### src/rtl/paddle_input_conditioner.sv
// Pong paddle control conditioning: per-channel 2-flop sync + debounce, then per-side
// frame-locked direction/speed commands that accelerate while a direction is held.
module paddle_input_conditioner #(
    parameter int unsigned DEBOUNCE_CYCLES = 500000,
    parameter int unsigned ACCEL_FRAMES    = 8,
    parameter int unsigned MAX_SPEED       = 4
) (
    input  logic       clk,
    input  logic       rst,
    input  logic [3:0] raw_in,
    input  logic       frame_tick,
    output logic [3:0] db_level,
    output logic [3:0] press,
    output logic [1:0] left_dir,
    output logic [2:0] left_speed,
    output logic [1:0] right_dir,
    output logic [2:0] right_speed,
    output logic       move_valid
);

    localparam int unsigned CW = $clog2(DEBOUNCE_CYCLES);
    localparam int unsigned HW = $clog2(ACCEL_FRAMES * MAX_SPEED + 1);
    localparam logic [CW-1:0] CNT_LAST = CW'(DEBOUNCE_CYCLES - 1);
    localparam logic [HW-1:0] HOLD_SAT = HW'(ACCEL_FRAMES * (MAX_SPEED - 1));

    localparam logic [1:0] DIR_HOLD = 2'b00;
    localparam logic [1:0] DIR_UP   = 2'b01;
    localparam logic [1:0] DIR_DOWN = 2'b10;

    logic [3:0]         sync1_q, sync1_d;
    logic [3:0]         sync2_q, sync2_d;
    logic [3:0]         stable_q, stable_d;
    logic [3:0]         stable_dly_q, stable_dly_d;
    logic [3:0]         press_q, press_d;
    logic [3:0][CW-1:0] cnt_q, cnt_d;

    logic [1:0][1:0]    dir_q, dir_d;
    logic [1:0][2:0]    speed_q, speed_d;
    logic [1:0][HW-1:0] hold_q, hold_d;
    logic               move_valid_q, move_valid_d;
    logic [1:0][1:0]    new_dir;
    logic [1:0][31:0]   quot;

    always_comb begin
        sync1_d  = raw_in;
        sync2_d  = sync1_q;
        stable_d = stable_q;
        cnt_d    = cnt_q;
        for (int i = 0; i < 4; i++) begin
            if (sync2_q[i] == stable_q[i]) begin
                cnt_d[i] = '0;
            end else if (cnt_q[i] == CNT_LAST) begin
                stable_d[i] = ~stable_q[i];
                cnt_d[i]    = '0;
            end else begin
                cnt_d[i] = cnt_q[i] + CW'(1);
            end
        end
        stable_dly_d = stable_q;
        // Registered so the pulse lands one cycle after db_level rises
        press_d      = stable_q & ~stable_dly_q;
    end

    always_comb begin
        dir_d        = dir_q;
        speed_d      = speed_q;
        hold_d       = hold_q;
        move_valid_d = frame_tick;
        new_dir      = '0;
        quot         = '0;
        for (int s = 0; s < 2; s++) begin
            if (frame_tick) begin
                if (stable_q[2*s] && !stable_q[2*s+1]) begin
                    new_dir[s] = DIR_UP;
                end else if (!stable_q[2*s] && stable_q[2*s+1]) begin
                    new_dir[s] = DIR_DOWN;
                end else begin
                    new_dir[s] = DIR_HOLD;
                end

                // new_dir is non-hold here, so a match implies the old dir was non-hold too
                if (new_dir[s] != DIR_HOLD && new_dir[s] == dir_q[s]) begin
                    hold_d[s] = (hold_q[s] < HOLD_SAT) ? hold_q[s] + HW'(1) : hold_q[s];
                end else begin
                    hold_d[s] = '0;
                end

                quot[s] = 32'(hold_d[s]) / ACCEL_FRAMES;
                if (new_dir[s] == DIR_HOLD) begin
                    speed_d[s] = 3'd0;
                end else if (quot[s] + 32'd1 >= MAX_SPEED) begin
                    speed_d[s] = 3'(MAX_SPEED);
                end else begin
                    speed_d[s] = 3'(quot[s] + 32'd1);
                end
                dir_d[s] = new_dir[s];
            end
        end
    end

    always_ff @(posedge clk) begin
        if (rst) begin
            sync1_q      <= '0;
            sync2_q      <= '0;
            stable_q     <= '0;
            stable_dly_q <= '0;
            press_q      <= '0;
            cnt_q        <= '0;
            dir_q        <= '0;
            speed_q      <= '0;
            hold_q       <= '0;
            move_valid_q <= 1'b0;
        end else begin
            sync1_q      <= sync1_d;
            sync2_q      <= sync2_d;
            stable_q     <= stable_d;
            stable_dly_q <= stable_dly_d;
            press_q      <= press_d;
            cnt_q        <= cnt_d;
            dir_q        <= dir_d;
            speed_q      <= speed_d;
            hold_q       <= hold_d;
            move_valid_q <= move_valid_d;
        end
    end

    assign db_level    = stable_q;
    assign press       = press_q;
    assign left_dir    = dir_q[0];
    assign left_speed  = speed_q[0];
    assign right_dir   = dir_q[1];
    assign right_speed = speed_q[1];
    assign move_valid  = move_valid_q;

endmodule

### config.mk
export PLATFORM = sky130hd
export DESIGN_NAME = paddle_input_conditioner
export DESIGN_NICKNAME = d
export VERILOG_FILES = /design/src/rtl/paddle_input_conditioner.sv
export SDC_FILE = /design/constraint.sdc
export NUM_CORES = 1
export LEC_CHECK = 0
export BUFFER_PORTS_ARGS = -buffer_cell sky130_fd_sc_hd__buf_2
export CORE_MARGIN = 5
export CORE_UTILIZATION = 50
export DETAILED_ROUTE_END_ITERATION = 6
export GPL_TIMING_DRIVEN = 0
export PLACE_DENSITY = 0.78
export SETUP_SLACK_MARGIN = 0.3
export SLEW_MARGIN = 20
export SYNTH_ARGS = -nofsm -noshare
export SYNTH_HDL_FRONTEND = slang
export SYNTH_SLANG_ARGS = --single-unit
export TNS_END_PERCENT = 20
### constraint.sdc
create_clock -name clk -period 2.6 [get_ports clk]
set_clock_uncertainty 0.05 [all_clocks]
set_input_delay 0.26 -clock clk [delete_from_list [all_inputs] [get_ports clk]]
set_output_delay 0.26 -clock clk [all_outputs]
set_load 0.02 [all_outputs]
==> reports/results.tsv, run 1 <==
metric	value	unit
cts_buffers	17	
critPathCaptureType	register	
synth_nets	619	
outcome	finished, final reports clean	
io_pins	26	
start_kind	register	
power_density	684	nW/um^2
multi_input_area	2820	sq um
wl_per_cell	14.4	um
drcViolationCount	0	
core-area	10300	sq um
ys_warn_count	0	
grt.overflow.total	0	
cts_max_level	4	
hold_class	primary input to register	
setup_viol	0	
avgSynthCellArea	8.82	sq um
synth.top_cell.area_share	0.450	
num_antenna_cells	0	
slowest_delay	0.36	ns
nNetsFinal	676	
clock-root-buffer	clkbuf_8	
drt_iter0_drc	225	
clock_latency	0.53	ns
vdd_drop_max	0.000333	V
min_period_over_period	0.908	
clock-sinks	119	
drv_cap	0	
rows	37	
hold_viol	0	
regArea	2390	sq um
path_buf_inv	1	
gp_congestion	0.835	
ant_nets	0	
drive_gt1_frac	0.167	
clk_pin_slew	0.06	ns
slew_viol_final	0	
fillers	839	
yosys.area.top_type	dfxtp_1	
setup_tns	0	ns
cpMaxStageDelayCell	dfxtp_2	
num_vias	4525	
synth.distinct_cells	50	
yosysMostFrequentCell	dfxtp_1	
holdWs	0.101	ns
firstDrtPassIters	5	
grt_max_degree	17	
synth.yosys.seq_area_share	0.450	
period_minus_slack	2.36	ns
die-area	12700	sq um
placed_area	5590	sq um
synthArstFlopShare	0	
initial_core_util	0.513	
synth_area_leaders	dfxtp_1 45%, nor2_1 6.4%, xor2_1 5.3%	
crit_required	2.97	ns
syn2layout_area_growth	22.2	%
synth_edf_count	0	
synth_seq_cells	119	
hpwl	7520	um
rsz0062_at_grt	yes	
critPathTopFamily	simple AND/OR/NAND/NOR gates	
synth_area	5290	sq um
ctsLongestPathBuffers	2	
worstPathCellList	inv_1 > ha_4 > xnor2_2 > nand3_2 > nor2_2 > ha_2 > nand2_1 > nor4_2 > a21oi_1 > o41ai_2	
wl	11600	um
cts_tree	done	
arrival	2.73	ns
synth_ff_type	dfxtp_1	
fin_area	6470	sq um
synth_common_cells	119 x dfxtp_1, 90 x nor2_1, 32 x xor2_1	
fmax	0.424	GHz
io_buffers	24	
p_leak	2.21	nW
routed_via_density	5.61	
die_h	113	um
syn_inst	600	
antenna_found_initial	0	
finish.utilization	0.627	
worst_pin_slew	0.682	ns
slew_headroom	0.545	
cp_max_fo	5	
grt_pass1_vias	4362	
finalPower	4.42	mW
grt_pass1_wl	20100	um
grt_usage	0.192	
die-width	113	um
ff2ff_setup_slack	0.24	ns
crit_type	register to register	
cells in the final DEF (no fill, tap or decap), types with 11 or more instances in the layout:
master and instances:
xnor2_1 28, a21oi_1 26, nand4_1 23, buf_2 29, dfxtp_1 115, nor2_1 86
and4_1 12, or3_1 15, nand3_1 29, nand2_1 30, clkbuf_16 16, buf_4 11
nor3_1 16, inv_1 26, o31ai_1 12, o21ai_0 12, xor2_1 31
worst register-to-register path, stage by stage, from the launching register on:
cell     delay, ns
dfxtp_2       0.36
inv_1         0.11
ha_4          0.19
xnor2_2       0.20
nand3_2       0.18
nor2_2        0.16
ha_2          0.22
nand2_1       0.08
nor4_2        0.20
a21oi_1       0.16
o41ai_2       0.35
cell type report:
type,count,share of cell area
buffer,23,0.0170
clock buffer,17,0.0640
clock inverter,15,0.0350
inverter,27,0.0157
multi-input combinational,431,0.436
sequential,119,0.370
tap,136,0.0263
timing repair buffer,38,0.0364
layer usage:
metal  vias up  GRT usage  wire, um
met4         0     0.0657       216
met3        25     0.0674       712
met2       124      0.315      5520
met5         -          0         0
met1      2146      0.234      5140
li1       2230          -         -
registers in the layout, summed over array words and instances (netlist names):
name and flops:
cnt_q 76, db_level 4, hold_q 12, left_dir 2, left_speed 3, move_valid 1, press 4, right_dir 2
right_speed 3, stable_dly_q 4, sync1_q 4, sync2_q 4
cell families (layout without fill, tap and decap cells):
| group | after synthesis | after routing | share of synthesized area |
|---|---|---|---|
| adder cells (fa/ha/maj) | 12 | 12 | 0.0284 |
| multiplexers | 7 | 7 | 0.0135 |
| XOR/XNOR | 62 | 62 | 0.103 |
| flip-flops | 119 | 119 | 0.450 |
| buffers and inverters | 50 | 120 | 0.0378 |
| AND/OR/NAND/NOR | 279 | 279 | 0.280 |
| AO/OA/AOI/OAI | 71 | 71 | 0.0879 |
power by group:
group          internal [mW]  switching [mW]  total [mW]
Sequential              1.83         0.00412        1.83
Combinational         0.0217          0.0456      0.0673
Clock                   1.66           0.863        2.52
final timing paths:
path,from,to,cells past startpoint
hold reg to reg,stable_dly_q[0],press[0],1
setup / recovery,db_level[2],right_speed[1],10
setup reg to reg,db_level[2],right_speed[1],10
hold / removal,rst,cnt_q[59],4
metrics by stage:
stage          worst slack [ns]  instances
6_report                  0.240        806
3_3_place_gp              0.181        760
2_1_floorplan             0.293        600
3_5_place_dp             0.0653        760
5_1_grt                  0.0999        806
4_1_cts                   0.298        805
repair_timing:
action,CTS,global route
pin swaps,7,1
setup buffers,9,1
endpoints found under the setup margin,5,46
hold endpoints to repair,4,0
hold buffers,4,0
gates resized for setup,22,5
No activity file was read; power rests on OpenSTA's default activity.
==> run 2, diff against run 1 <==
--- a/config.mk
+++ b/config.mk
@@ -6,11 +6,11 @@
 export NUM_CORES = 1
 export LEC_CHECK = 0
 export BUFFER_PORTS_ARGS = -buffer_cell sky130_fd_sc_hd__buf_2
-export CORE_MARGIN = 5
 export CORE_UTILIZATION = 50
 export DETAILED_ROUTE_END_ITERATION = 6
 export GPL_TIMING_DRIVEN = 0
 export PLACE_DENSITY = 0.78
+export RECOVER_POWER = 25
 export SETUP_SLACK_MARGIN = 0.3
 export SLEW_MARGIN = 20
 export SYNTH_ARGS = -nofsm -noshare
==> run 2 against run 1 <==
Net effect: first-iteration DRC count down 10%; largest power group unchanged; power down 5.6%; fmax up 2.4%; clock power decreased by 9.9%; global-route usage grew 2.3 points; cell count shrank 0.62%; highest routed layer unchanged; critical path depth is 1 higher.
==> reports/results.tsv, run 2 (synthesized netlist as in run 1, its figures left out) <==
metric	value	unit	change
cts_max_level	4		unchanged
drt_iter0_drc	202		-10%
io_pins	26		unchanged
setup_tns	0	ns	unchanged
initial_core_util	0.515		+0.00231
clock-sinks	119		unchanged
cpMaxStageDelayCell	dfxtp_1		
slew_viol_final	0		unchanged
setup_viol	0		unchanged
clock-root-buffer	clkbuf_8		
cp_max_fo	6		+1
vdd_drop_max	0.000411	V	+23%
period_minus_slack	2.31	ns	-0.0544 ns
io_buffers	24		unchanged
p_leak	2.16	nW	-2.3%
hold_class	primary input to register		
fin_area	6420	sq um	-0.73%
cts_tree	done		
die_h	105	um	-7.1%
setup.worst_path.end	left_speed[0]		
num_vias	4516		-0.20%
routed_via_density	5.64		+0.42%
final_cells	801		-0.62%
worst_pin_slew	0.640	ns	-0.0415 ns
holdWs	0.162	ns	+0.0605 ns
whs_path_depth	4		unchanged
largest_reg_flops	76		unchanged
grt_pass1_vias	4215		-3.4%
slew_headroom	0.567		+0.0216
final_common_cell	dfxtp_1		
ctsLongestPathBuffers	2		unchanged
rr_endpoint	left_speed[0]		
crit_type	register to register		
ant_nets	0		unchanged
ff2ff_setup_slack	0.29	ns	+0.05 ns
die-area	11000	sq um	-14%
dp_cells	760		unchanged
core-area	10300	sq um	-0.45%
grt_max_degree	17		unchanged
cts_buffers	17		unchanged
grt_pass1_wl	18700	um	-6.9%
drcViolationCount	0		unchanged
syn2layout_area_growth	21.3	%	
firstDrtPassIters	5		unchanged
wl	11200	um	-3.5%
path_buf_inv	2		+1
nNetsFinal	672		-0.59%
hpwl	7550	um	+0.37%
r2r_start	db_level[1]		
top_register	cnt_q		
mostFrequentLayoutCells	116 x dfxtp_1, 88 x nor2_1, 30 x nand2_1, 30 x xor2_1, 29 x nand3_1		
drv_cap	0		unchanged
placed_area	5590	sq um	unchanged
gp_congestion	0.806		-3.4%
crit_path_start	db_level[1]		
rsz0062_at_grt	yes		
min_period_over_period	0.887		-0.0209
fmax	0.434	GHz	+2.4%
slowest_delay	0.36	ns	about the same
num_antenna_cells	0		unchanged
rows	37		unchanged
path_common_cell	ha_4		
clock_latency	0.52	ns	about the same
crit_required	3.01	ns	+0.04 ns
clk_pin_slew	0.06	ns	about the same
start_kind	register		
cp.depth	11		+1
power_density	650	nW/um^2	-4.9%
grt_usage	0.214		+0.0225
worstPathCellList	clkbuf_1 > ha_4 > xor2_4 > or3_4 > buf_8 > nor2_4 > ha_4 > nand2_4 > nor4_4 > o211ai_1 > o21ai_1		
drive_gt1_frac	0.141		-0.0258
outcome	finished, final reports clean		
arrival	2.71	ns	-0.02 ns
wl_per_cell	14.0	um	-2.9%
reg.largest.list	cnt_q (76), hold_q (12)		
die-width	105	um	-7.1%
hold_viol	0		unchanged
critPathTopFamily	simple AND/OR/NAND/NOR gates		
grt.overflow.total	0		unchanged
antenna_found_initial	0		unchanged
r2r_cells	11		+1
critPathCaptureType	register		
run 2: cell types whose count changed in the layout (fill, tap and decap cells not counted), sizes merged:
cell,before,now
clkbuf,31,46
clkinv,6,7
bufinv,5,3
inv,28,26
clkinvlp,3,1
buf,43,28
run 2: worst min-delay path: stages:
cell,delay [ns]
clkbuf_1,0.16
inv_1,0.11
nand2_1,0.08
nor2_1,0.09
run 2: where the power goes:
part           total [mW]  switching (mW)  internal [mW]
Sequential           1.84         0.00404           1.83
Combinational      0.0664          0.0456         0.0208
Clock                2.27           0.779           1.49
run 2: per-stage QoR:
step	setup slack (ns)	util	total power [mW]
6_report	0.294	0.625	4.17
5_1_grt	0.171	0.625	4.31
2_1_floorplan	0.293	-	1.92
3_5_place_dp	0.115	0.544	1.94
4_1_cts	0.294	0.613	4.22
3_3_place_gp	0.191	0.544	1.94
run 2: cell type report:
| class | instances | area [sq um] |
|---|---|---|
| Sequential cell | 119 | 2390 |
| Timing Repair Buffer | 34 | 188 |
| Clock buffer | 21 | 449 |
| Tap cell | 136 | 170 |
| Fill cell | 863 | 3860 |
| Buffer | 23 | 110 |
| Multi-Input combinational cell | 431 | 2890 |
| Inverter | 27 | 101 |
| Clock inverter | 10 | 128 |
run 2: routing by layer:
metal | GRT usage | share of wire | vias to the layer above | routed length (um)
li1 | - | - | 2227 | -
met1 | 0.252 | 0.44 | 2163 | 4890
met2 | 0.353 | 0.49 | 100 | 5500
met3 | 0.0711 | 0.048 | 26 | 532
met4 | 0.0996 | 0.024 | 0 | 267
met5 | 0 | 0 | - | 0
run 2: worst min path at each step:
stage,startpoint,endpoint
after floorplan,stable_dly_q[0],press[0]
after global placement,stable_dly_q[1],press[1]
after detailed placement,stable_dly_q[1],press[1]
after CTS,rst,cnt_q[61]
after global routing,rst,cnt_q[59]
final,rst,cnt_q[61]
run 2: what timing repair did:
action                                 in CTS  in global routing
buffers inserted                            3                  3
resized for setup                          15                 22
endpoints found under the hold margin       4                  0
hold buffers                                4                  0
pin swaps                                   3                  6
setup endpoints to repair                   5                 45
cloned                                      0                  0
